**src/rtl/ts_pid_demux_if.sv**
```systemverilog
// ts_pid_demux_if
// Byte-stream bundle around the PID demultiplexer.
//   in_data / in_valid / in_ready : upstream transport-stream byte handshake
//   out_data                      : routed byte (shared by all channels)
//   out_valid                     : one-hot channel strobe, 0 when idle
//   out_sop / out_eop             : first / last byte of a routed packet
// The slave modport is the demultiplexer side; the master modport is the
// side that sources bytes and consumes the channel outputs.
interface ts_pid_demux_if #(
  parameter int DATA_WIDTH = 8
);
  logic [DATA_WIDTH-1:0] in_data;
  logic                  in_valid;
  logic                  in_ready;
  logic [DATA_WIDTH-1:0] out_data;
  logic [3:0]            out_valid;
  logic                  out_sop;
  logic                  out_eop;

  modport master (
    output in_data,
    output in_valid,
    input  in_ready,
    input  out_data,
    input  out_valid,
    input  out_sop,
    input  out_eop
  );

  modport slave (
    input  in_data,
    input  in_valid,
    output in_ready,
    output out_data,
    output out_valid,
    output out_sop,
    output out_eop
  );
endinterface

```
**src/rtl/ts_pid_demux.sv**
```systemverilog
// ts_pid_demux
// Routes 188-byte MPEG-2 transport stream packets to one of four channels by
// PID. Sync is acquired on SYNC_BYTE, the 4-byte header is captured, and the
// 13-bit PID is matched against four programmable slots (lowest enabled
// matching slot wins). Routed packets replay the buffered header during a
// 4-cycle input stall, then stream the body with one cycle of latency.
// Packets with TEI set or no matching slot are consumed silently and counted.
//   clk, rst       : clock, asynchronous active-high reset
//   bus (slave)    : input byte handshake and registered channel outputs
//   pid_0_i..3_i   : PID per channel, sampled when header byte 3 is accepted
//   pid_en_i       : per-channel match enable
//   sync_err_o     : one-cycle pulse when an expected sync byte is missing
//   drop_cnt_o     : saturating count of dropped packets
module ts_pid_demux #(
  parameter int                    DATA_WIDTH = 8,
  parameter int                    PKT_LEN    = 188,
  parameter logic [DATA_WIDTH-1:0] SYNC_BYTE  = 8'h47
) (
  input  logic                clk,
  input  logic                rst,
  ts_pid_demux_if.slave       bus,
  input  logic [12:0]         pid_0_i,
  input  logic [12:0]         pid_1_i,
  input  logic [12:0]         pid_2_i,
  input  logic [12:0]         pid_3_i,
  input  logic [3:0]          pid_en_i,
  output logic                sync_err_o,
  output logic [15:0]         drop_cnt_o
);

  localparam int IDX_W = $clog2(PKT_LEN);
  localparam logic [IDX_W-1:0] LAST_IDX = IDX_W'(PKT_LEN - 1);

  typedef enum logic [1:0] {
    HUNT,
    HDR,
    EMIT,
    BODY
  } state_e;

  state_e                         state_q, state_d;
  logic [IDX_W-1:0]               idx_q, idx_d;
  logic [1:0]                     emit_q, emit_d;
  logic [3:0][DATA_WIDTH-1:0]     hdr_q, hdr_d;
  logic [3:0]                     sel_q, sel_d;
  logic                           drop_q, drop_d;
  logic [15:0]                    dropCnt_q, dropCnt_d;
  logic [DATA_WIDTH-1:0]          outData_q, outData_d;
  logic [3:0]                     outValid_q, outValid_d;
  logic                           outSop_q, outSop_d;
  logic                           outEop_q, outEop_d;
  logic                           syncErr_q, syncErr_d;

  logic                           inReady;
  logic                           accept;
  logic [12:0]                    pidSlot [4];
  logic [12:0]                    pktPid;
  logic                           pktTei;
  logic [3:0]                     matchSel;
  logic                           isSync;

  assign inReady = (state_q != EMIT);
  assign accept  = bus.in_valid && inReady;
  assign isSync  = (bus.in_data == SYNC_BYTE);

  assign pidSlot[0] = pid_0_i;
  assign pidSlot[1] = pid_1_i;
  assign pidSlot[2] = pid_2_i;
  assign pidSlot[3] = pid_3_i;

  // Header bytes 1 and 2 are already registered when byte 3 arrives.
  assign pktPid = {hdr_q[1][4:0], hdr_q[2]};
  assign pktTei = hdr_q[1][7];

  // Scanning from the top down lets the lowest matching slot overwrite.
  always_comb begin
    matchSel = '0;
    for (int i = 3; i >= 0; i--) begin
      if (pid_en_i[i] && (pidSlot[i] == pktPid)) begin
        matchSel    = '0;
        matchSel[i] = 1'b1;
      end
    end
  end

  always_ff @(posedge clk or posedge rst) begin
    if (rst) begin
      state_q    <= HUNT;
      idx_q      <= '0;
      emit_q     <= '0;
      hdr_q      <= '0;
      sel_q      <= '0;
      drop_q     <= 1'b0;
      dropCnt_q  <= '0;
      outData_q  <= '0;
      outValid_q <= '0;
      outSop_q   <= 1'b0;
      outEop_q   <= 1'b0;
      syncErr_q  <= 1'b0;
    end else begin
      state_q    <= state_d;
      idx_q      <= idx_d;
      emit_q     <= emit_d;
      hdr_q      <= hdr_d;
      sel_q      <= sel_d;
      drop_q     <= drop_d;
      dropCnt_q  <= dropCnt_d;
      outData_q  <= outData_d;
      outValid_q <= outValid_d;
      outSop_q   <= outSop_d;
      outEop_q   <= outEop_d;
      syncErr_q  <= syncErr_d;
    end
  end

  always_comb begin
    state_d   = state_q;
    idx_d     = idx_q;
    emit_d    = emit_q;
    hdr_d     = hdr_q;
    sel_d     = sel_q;
    drop_d    = drop_q;
    dropCnt_d = dropCnt_q;
    case (state_q)
      HUNT: begin
        if (accept && isSync) begin
          hdr_d[0] = bus.in_data;
          idx_d    = IDX_W'(1);
          state_d  = HDR;
        end
      end
      HDR: begin
        if (accept) begin
          if (idx_q == '0) begin
            if (isSync) begin
              hdr_d[0] = bus.in_data;
              idx_d    = IDX_W'(1);
            end else begin
              state_d = HUNT;
            end
          end else begin
            hdr_d[idx_q[1:0]] = bus.in_data;
            idx_d             = idx_q + IDX_W'(1);
            if (idx_q == IDX_W'(3)) begin
              if (pktTei || (matchSel == '0)) begin
                drop_d  = 1'b1;
                sel_d   = '0;
                state_d = BODY;
                if (dropCnt_q != 16'hFFFF) begin
                  dropCnt_d = dropCnt_q + 16'd1;
                end
              end else begin
                drop_d  = 1'b0;
                sel_d   = matchSel;
                emit_d  = '0;
                state_d = EMIT;
              end
            end
          end
        end
      end
      EMIT: begin
        emit_d = emit_q + 2'd1;
        if (emit_q == 2'd3) begin
          state_d = BODY;
        end
      end
      BODY: begin
        if (accept) begin
          if (idx_q == LAST_IDX) begin
            idx_d   = '0;
            state_d = HDR;
          end else begin
            idx_d = idx_q + IDX_W'(1);
          end
        end
      end
      default: state_d = HUNT;
    endcase
  end

  // Outputs are zero unless this edge carries a replayed header byte or an
  // accepted body byte; sel_q is already zero for dropped packets.
  always_comb begin
    outData_d  = '0;
    outValid_d = '0;
    outSop_d   = 1'b0;
    outEop_d   = 1'b0;
    syncErr_d  = 1'b0;
    case (state_q)
      HDR: begin
        if (accept && (idx_q == '0) && !isSync) begin
          syncErr_d = 1'b1;
        end
      end
      EMIT: begin
        outData_d  = hdr_q[emit_q];
        outValid_d = sel_q;
        outSop_d   = (emit_q == 2'd0);
      end
      BODY: begin
        if (accept) begin
          outData_d  = bus.in_data;
          outValid_d = sel_q;
          outEop_d   = !drop_q && (idx_q == LAST_IDX);
        end
      end
      default: ;
    endcase
  end

  assign bus.in_ready  = inReady;
  assign bus.out_data  = outData_q;
  assign bus.out_valid = outValid_q;
  assign bus.out_sop   = outSop_q;
  assign bus.out_eop   = outEop_q;
  assign sync_err_o    = syncErr_q;
  assign drop_cnt_o    = dropCnt_q;

endmodule

```
**src/flat_wrapper.sv**
```systemverilog
// flat-port wrapper written by rule: the top's interface ports become plain ports
module ts_pid_demux_flat 
#(
  parameter int                    DATA_WIDTH = 8,
  parameter int                    PKT_LEN    = 188,
  parameter logic [DATA_WIDTH-1:0] SYNC_BYTE  = 8'h47
)
  (clk, rst, pid_0_i, pid_1_i, pid_2_i, pid_3_i, pid_en_i, sync_err_o, drop_cnt_o, bus_in_data, bus_in_valid, bus_in_ready, bus_out_data, bus_out_valid, bus_out_sop, bus_out_eop);
  ts_pid_demux_if #(.DATA_WIDTH(DATA_WIDTH)) bus_i ();
  input  logic clk;
  input  logic rst;
  input  logic [12:0] pid_0_i;
  input  logic [12:0] pid_1_i;
  input  logic [12:0] pid_2_i;
  input  logic [12:0] pid_3_i;
  input  logic [3:0] pid_en_i;
  output logic sync_err_o;
  output logic [15:0] drop_cnt_o;
  input wire logic [$bits(bus_i.in_data)-1:0] bus_in_data;
  input wire logic [$bits(bus_i.in_valid)-1:0] bus_in_valid;
  output wire logic [$bits(bus_i.in_ready)-1:0] bus_in_ready;
  output wire logic [$bits(bus_i.out_data)-1:0] bus_out_data;
  output wire logic [$bits(bus_i.out_valid)-1:0] bus_out_valid;
  output wire logic [$bits(bus_i.out_sop)-1:0] bus_out_sop;
  output wire logic [$bits(bus_i.out_eop)-1:0] bus_out_eop;
  assign bus_i.in_data = bus_in_data;
  assign bus_i.in_valid = bus_in_valid;
  assign bus_in_ready = bus_i.in_ready;
  assign bus_out_data = bus_i.out_data;
  assign bus_out_valid = bus_i.out_valid;
  assign bus_out_sop = bus_i.out_sop;
  assign bus_out_eop = bus_i.out_eop;
  ts_pid_demux #(.DATA_WIDTH(DATA_WIDTH), .PKT_LEN(PKT_LEN), .SYNC_BYTE(SYNC_BYTE)) u_core (.clk(clk), .rst(rst), .bus(bus_i), .pid_0_i(pid_0_i), .pid_1_i(pid_1_i), .pid_2_i(pid_2_i), .pid_3_i(pid_3_i), .pid_en_i(pid_en_i), .sync_err_o(sync_err_o), .drop_cnt_o(drop_cnt_o));
endmodule
```
**config.mk**
```make
export PLATFORM = sky130hd
export DESIGN_NAME = ts_pid_demux_flat
export DESIGN_NICKNAME = d
export VERILOG_FILES = /design/src/rtl/ts_pid_demux_if.sv /design/src/rtl/ts_pid_demux.sv /design/src/flat_wrapper.sv
export SDC_FILE = /design/constraint.sdc
export NUM_CORES = 1
export LEC_CHECK = 0
export BUFFER_PORTS_ARGS = -buffer_cell sky130_fd_sc_hd__buf_2
export CAP_MARGIN = 15
export CORE_MARGIN = 2
export CORE_UTILIZATION = 41
export CTS_CLUSTER_SIZE = 20
export DETAILED_ROUTE_END_ITERATION = 6
export GPL_TIMING_DRIVEN = 0
export HOLD_SLACK_MARGIN = 0.15
export SLEW_MARGIN = 0
export SYNTH_ARGS = -nofsm -noshare
export SYNTH_HDL_FRONTEND = slang
export SYNTH_SLANG_ARGS = --single-unit
```
**constraint.sdc**
```tcl
create_clock -name clk -period 2.9 [get_ports clk]
set_input_delay 0 -clock clk [delete_from_list [all_inputs] [get_ports clk]]
set_output_delay 0 -clock clk [all_outputs]
set_load 0.03 [all_outputs]
```
* Yosys cells after proc, flatten, opt, wreduce, memory -nomap -nowiden
Cells that the tools add are included.
** Word-level totals
- Register bits after elaboration :: 80
- Input bits :: 67
** Cells by class
- Add/subtract/negate cells :: 3
- $lt $le $gt $ge :: 3
- Eq/ne operators :: 24
- Muxes and demuxes :: 47
- Bitwise logic cells :: 1
- Reductions and logical operators :: 27
** Operators with widths (count)
- 8-bit 2-to-1 mux :: 13
- 13-bit == test :: 4
- 32-bit bitwise mux :: 1
- 8-bit one-hot mux with 2 select lines :: 2
- 2-bit 2-to-1 mux :: 12
- 4-bit 2-to-1 mux :: 6
- 8-bit one-hot mux with 3 select lines :: 1
- 16-bit by 1-bit adder with 16-bit output, second input constant :: 1
- 8-bit binary-select mux with 2-bit select :: 1
- 8-bit demux with 2-bit select :: 1
- 16-bit != test, second input constant :: 1
- 2-bit by 1-bit != test with 1-bit output, second input constant :: 6
- 1-bit logical AND :: 10
- 5-bit AND reduction :: 2
- 8-bit by 1-bit adder with 8-bit output, second input constant :: 1
- 8-bit by 2-bit == test with 1-bit output, second input constant :: 1
- 8-bit by 7-bit == test with 1-bit output, second input constant :: 1
- 8-bit == test, second input constant :: 1
- 8-bit logical NOT :: 1
- 2-bit one-hot mux with 4 select lines :: 1
- 4-bit one-hot mux with 2 select lines :: 1
- 4-bit AND reduction :: 2
- 1-bit 2-to-1 mux :: 7
- 7-bit AND reduction :: 1
- 19 further kinds :: 27

* Logic depth before layout (Yosys ltp)
- Word-level depth :: 13
- Mapped depth :: 9
- Depth with buffers taken out :: 8

* Least setup slack after synthesis
No wires, ideal clock.
- Path kind :: register -> register
- From :: reg u_core.dropCnt_q[4], in the netlist u_core.drop_cnt_o[4]
- To :: reg u_core.dropCnt_q[1], in the netlist u_core.drop_cnt_o[1]
- Data arrival time :: 2.134 ns
- Data required time :: 2.772 ns
- Setup slack :: 0.639 ns
- Stages on the path, launching flop included :: 8
- Buffers on the path :: 1
- Clock period less this slack :: 2.261 ns
- Path through :: dfrtp_1 -> and4_4 -> and3_4 -> nand3_2 -> or4_4 -> buf_6 -> nand3_2 -> mux2_1
** On the way
- Longest elaborated chain between the ends :: 2
** RTL lines
- start: declaration :: RTL line ts_pid_demux.sv:47 : logic [15:0] dropCnt_q, dropCnt_d;
- start signal: assignment :: RTL line ts_pid_demux.sv:107 : dropCnt_q <= dropCnt_d;
- 16-bit != test :: RTL line ts_pid_demux.sv:149 : if (dropCnt_q != 16'hFFFF) begin
- 6-bit AND reduction (no source line)
Every way passes these cells.
A chain may end at the register's enable or synchronous reset.

* Worst setup path after layout
- From :: reg u_core.hdr_q[16] (netlist name)
- To :: reg u_core.sel_q[1]
** On the way
- Longest elaborated chain between the ends :: 9
** RTL lines
- start: declaration :: RTL line ts_pid_demux.sv:44 : logic [3:0][DATA_WIDTH-1:0] hdr_q, hdr_d;
- start signal: assignment :: RTL line ts_pid_demux.sv:104 : hdr_q <= hdr_d;
- 13-bit == test :: RTL line ts_pid_demux.sv:79 : if (pid_en_i[i] && (pidSlot[i] == pktPid)) begin
- 1-bit logical AND :: RTL line ts_pid_demux.sv:79
- 4-bit 2-to-1 mux (3 in series) :: RTL line ts_pid_demux.sv:79
- 4-bit 2-to-1 mux * :: RTL line ts_pid_demux.sv:79
- 4-bit logical NOT :: RTL line ts_pid_demux.sv:145 : if (pktTei || (matchSel == '0)) begin
- 1-bit logical OR :: RTL line ts_pid_demux.sv:145
- 4-bit 2-to-1 mux * :: RTL line ts_pid_demux.sv:145
- end signal: assignment :: RTL line ts_pid_demux.sv:105 : sel_q <= sel_d;
- end: declaration :: RTL line ts_pid_demux.sv:45 : logic [3:0] sel_q, sel_d;
Every way passes the cells marked *; elsewhere a longest branch is shown, timed or not.

==> results.md <==
* Outcome: finished clean
* Synth top area share at 0.4324
* WL final at roughly 11,000 um
* IO Count at 99
* Slew at the pin closest to its max-slew limit at 0.8071 ns
* Final period utilization at 0.9226
* Vias per cell at roughly 5.2
* Synth cell types at 52
* Final WS setup at 0.2243 ns
* CP Data Arrival Time at 2.92 ns
* Final Cell Area at 5804 um^2
* Worst setup path class: reg -> reg
* Clock Skew at around 0.0052 ns
* Synth top area cells: dfrtp_1, xnor2_1, mux2_2
* GRT Overall Usage at 0.1933
* Fin nets at 617
* Post-synthesis instance total at between 400 and 500
* Worst vdd ir at about 0.26 mV
* CTS tree: built
* DR vias at 3,577
* CTS Buf Count at 9
* Area delta synth->final at 25.38%
* Die W at roughly 110 um
* Syn nets at 492
* Die Span Y at between 100 and 150 um
* Power share of the sequential group at 0.436
* DRC viols at 0
* Hpwl dp at 8021 um
* Resize count post-CTS at 0
* Static Leak at 0.002705 uW
* DIE AREA at 12,160 um^2
* Routability cong. at 0.8026
* Synthesized area at between 4000 and 5000 um^2
* Setup TNS at 0 ns
* Post-route ant nets at 0
* Max_cap viols at 0
* Worst Hold Class: in -> async
* Placed Cells at roughly 650
* Global-route wire length before repair at roughly 18,000 um
* Max-slew violation count at 0
* RSZ-0062 raised after global routing: no
* Pin count of the biggest net entering global routing at 66
* Fraction of layout cells with a size suffix above 1 at 0.3658
* CTS H-tree depth at 3
* Post-synth EDFFs at 0
* Clock Sink Count at 80
* Drt pass-1 iters at 4
* Pwr Density at just under 500 nW/um^2
* Core Box Area at 10,940 um^2
* Fmax at 373.7 MHz
* Root Driver: clkbuf_16
* Detailed Route Iter0 Violations at 194
* Initial core utilization at 0.4233
* Antenna violations before repair at 0
* Startpoint Class: flip-flop
* Sequential cell area fraction in the yosys report at 0.4324
* DP Worst Slack at 0.3782 ns
* Post-DR wirelength/cell at between 15 and 20 um
* CP endpoint kind: flip-flop
* Required time worst endpoint at 3.15 ns
* Final setup violation count at 0
* Sw Pwr at 729.0 uW
* Critical Path Fanout Max at 6
* Placed Area at 5325 um^2
* Sw Share at 0.2554
* Post-route minimum period at 2.676 ns
* Non-Filler Instances at between 600 and 700
* Async S/R FF share, synth at 1.000
* Hold Vio Cnt, Final at 0
* Port Buffers at roughly 100
* Clk pwr share at 0.436
* Clk buf depth at 2
* Cell-internal power at roughly 2100 uW
* Vias in the first global route at 3,587
* Clk_lat worst skew at roughly 0.33 ns
* Synth Flop Type: dfrtp_1
* #FFs+latches synth at 80
* Reg clk slew, reported paths at around 0.060 ns
* Grt ovf at 0
* Syn avg cell area at 11.18 um^2
* Syn. warnings at 0
* N_diodes at 0
* Yosys top cell by area: dfrtp_1
* Rel. slew slack at 0.4569
* Combinational share of power at 0.128
* Row cnt at 38
## flip-flops by register name, summed over array words and instances (netlist names)
name and flops:
u_core.sync_err_o 1, u_core.sel_q 4, u_core.emit_q 2, u_core.drop_q 1, u_core.idx_q 8, u_core.bus.out_data 8
u_core.drop_cnt_o 16, u_core.state_q 2, u_core.bus.out_valid 4, u_core.bus.out_sop 1, u_core.bus.out_eop 1, u_core.hdr_q 32
## critical path: stages (launching register included)
cell	delay, ns
dfrtp_1	0.36
buf_2	0.19
xnor2_1	0.17
nand2_1	0.07
dlygate4sd3_1	0.57
nor4_2	0.38
dlygate4sd3_1	0.62
nand2_1	0.05
o31ai_1	0.18
## final cells by class
class | instances | area, um^2
Clock buffer | 10 | 239.0
Sequential cell | 80 | 2002
Fill cell | 1007 | 5131
Buffer | 24 | 146.4
Inverter | 14 | 55.05
Clock inverter | 6 | 90.09
Multi-Input combinational cell | 296 | 2429
Tap cell | 140 | 175.2
Timing Repair Buffer | 114 | 668.1
## cell families (layout without fill, tap and decap cells)
logic type,count (synthesis),in the layout,share of synthesized area
xor+xnor,66,66,0.1249
buf+inv,38,168,0.04297
compound gates,41,41,0.06190
flops,80,80,0.4324
mux,47,47,0.1327
fa+ha+maj,11,11,0.02973
simple gates,131,131,0.1754
## metal layers
metal | part of all wire | vias to the layer above | track usage
met5 | 0 | - | 0
met4 | 0.015 | 0 | 0.07054
met3 | 0.044 | 16 | 0.03175
met2 | 0.49 | 81 | 0.3295
met1 | 0.45 | 1754 | 0.2476
li1 | - | 1726 | -
## timing repair
action / 4_1_cts / 5_1_grt
endpoints found under the hold margin: 127 / 0
hold buffers: 15 / 0
setup buffers: 0 / 0
## synthesized netlist by cell type (3+ instances only)
| master | count |
|---|---|
| o21ai_0 | 14 |
| mux2_2 | 33 |
| clkbuf_1 | 6 |
| nand3_1 | 11 |
| ha_1 | 11 |
| buf_2 | 14 |
| o31ai_1 | 3 |
| nor2_1 | 15 |
| a21oi_1 | 8 |
| mux2i_1 | 4 |
| dfrtp_1 | 80 |
| a22o_1 | 8 |
| buf_6 | 3 |
| nand4_1 | 21 |
| mux4_2 | 8 |
| and2_1 | 3 |
| and3_2 | 4 |
| nand3_2 | 9 |
| nor2b_1 | 8 |
| nand2_1 | 26 |
| nor3_1 | 7 |
| nor4_1 | 4 |
| inv_1 | 14 |
| xnor2_1 | 66 |
## per-stage QoR
stage | hold slack (ns) | total power [uW] | util
floorplan | 0.1325 | 1479 | -
global placement | 0.3038 | 1594 | 0.4842
detailed placement | -0.04423 | 1611 | 0.4870
CTS | 0.1535 | 2875 | 0.5308
global route | 0.1848 | 2984 | 0.5308
finish | 0.1470 | 2854 | 0.5308
## worst paths after layout
kind	start	endpoint	slack, ns	cells past startpoint
worst max-delay path	u_core.hdr_q[16]	u_core.sel_q[1]	0.22	8
worst min-delay path	rst	u_core.sel_q[3]	0.15	3
worst max register to register	u_core.hdr_q[16]	u_core.sel_q[1]	0.22	8
worst min register to register	u_core.drop_q	u_core.bus.out_eop	0.44	1
max in group asynchronous	rst	u_core.hdr_q[17]	2.17	4
min in group clk	pid_0_i[0]	u_core.sel_q[0]	0.16	6
## power groups by stage
stage	Clock, uW	Combinational [uW]	Sequential (uW)
2_1_floorplan	0	218	1260
3_3_place_gp	0	335	1260
3_5_place_dp	0	348	1260
4_1_cts	1270	365	1240
5_1_grt	1320	410	1250
6_report	1240	364	1250
## cell usage in the layout (no fill, tap or decap), drive strengths merged, types with 2 or more instances in the layout
master / synthesis / routed
a21oi: 8 / 8
a22o: 8 / 8
and2: 3 / 3
and3: 7 / 7
and4: 2 / 2
and4b: 2 / 2
buf: 18 / 117
bufinv: 0 / 2
clkbuf: 6 / 16
dfrtp: 80 / 80
dlygate4sd3: 0 / 15
ha: 11 / 11
inv: 14 / 16
mux2: 35 / 35
mux2i: 4 / 4
mux4: 8 / 8
nand2: 26 / 26
nand2b: 2 / 2
nand3: 20 / 20
nand4: 22 / 22
nand4b: 3 / 3
nor2: 15 / 15
nor2b: 8 / 8
nor3: 7 / 7
nor3b: 3 / 3
nor4: 6 / 6
o21ai: 15 / 15
o31ai: 3 / 3
o41ai: 2 / 2
xnor2: 66 / 66
Power figures use the tool's default switching activity.
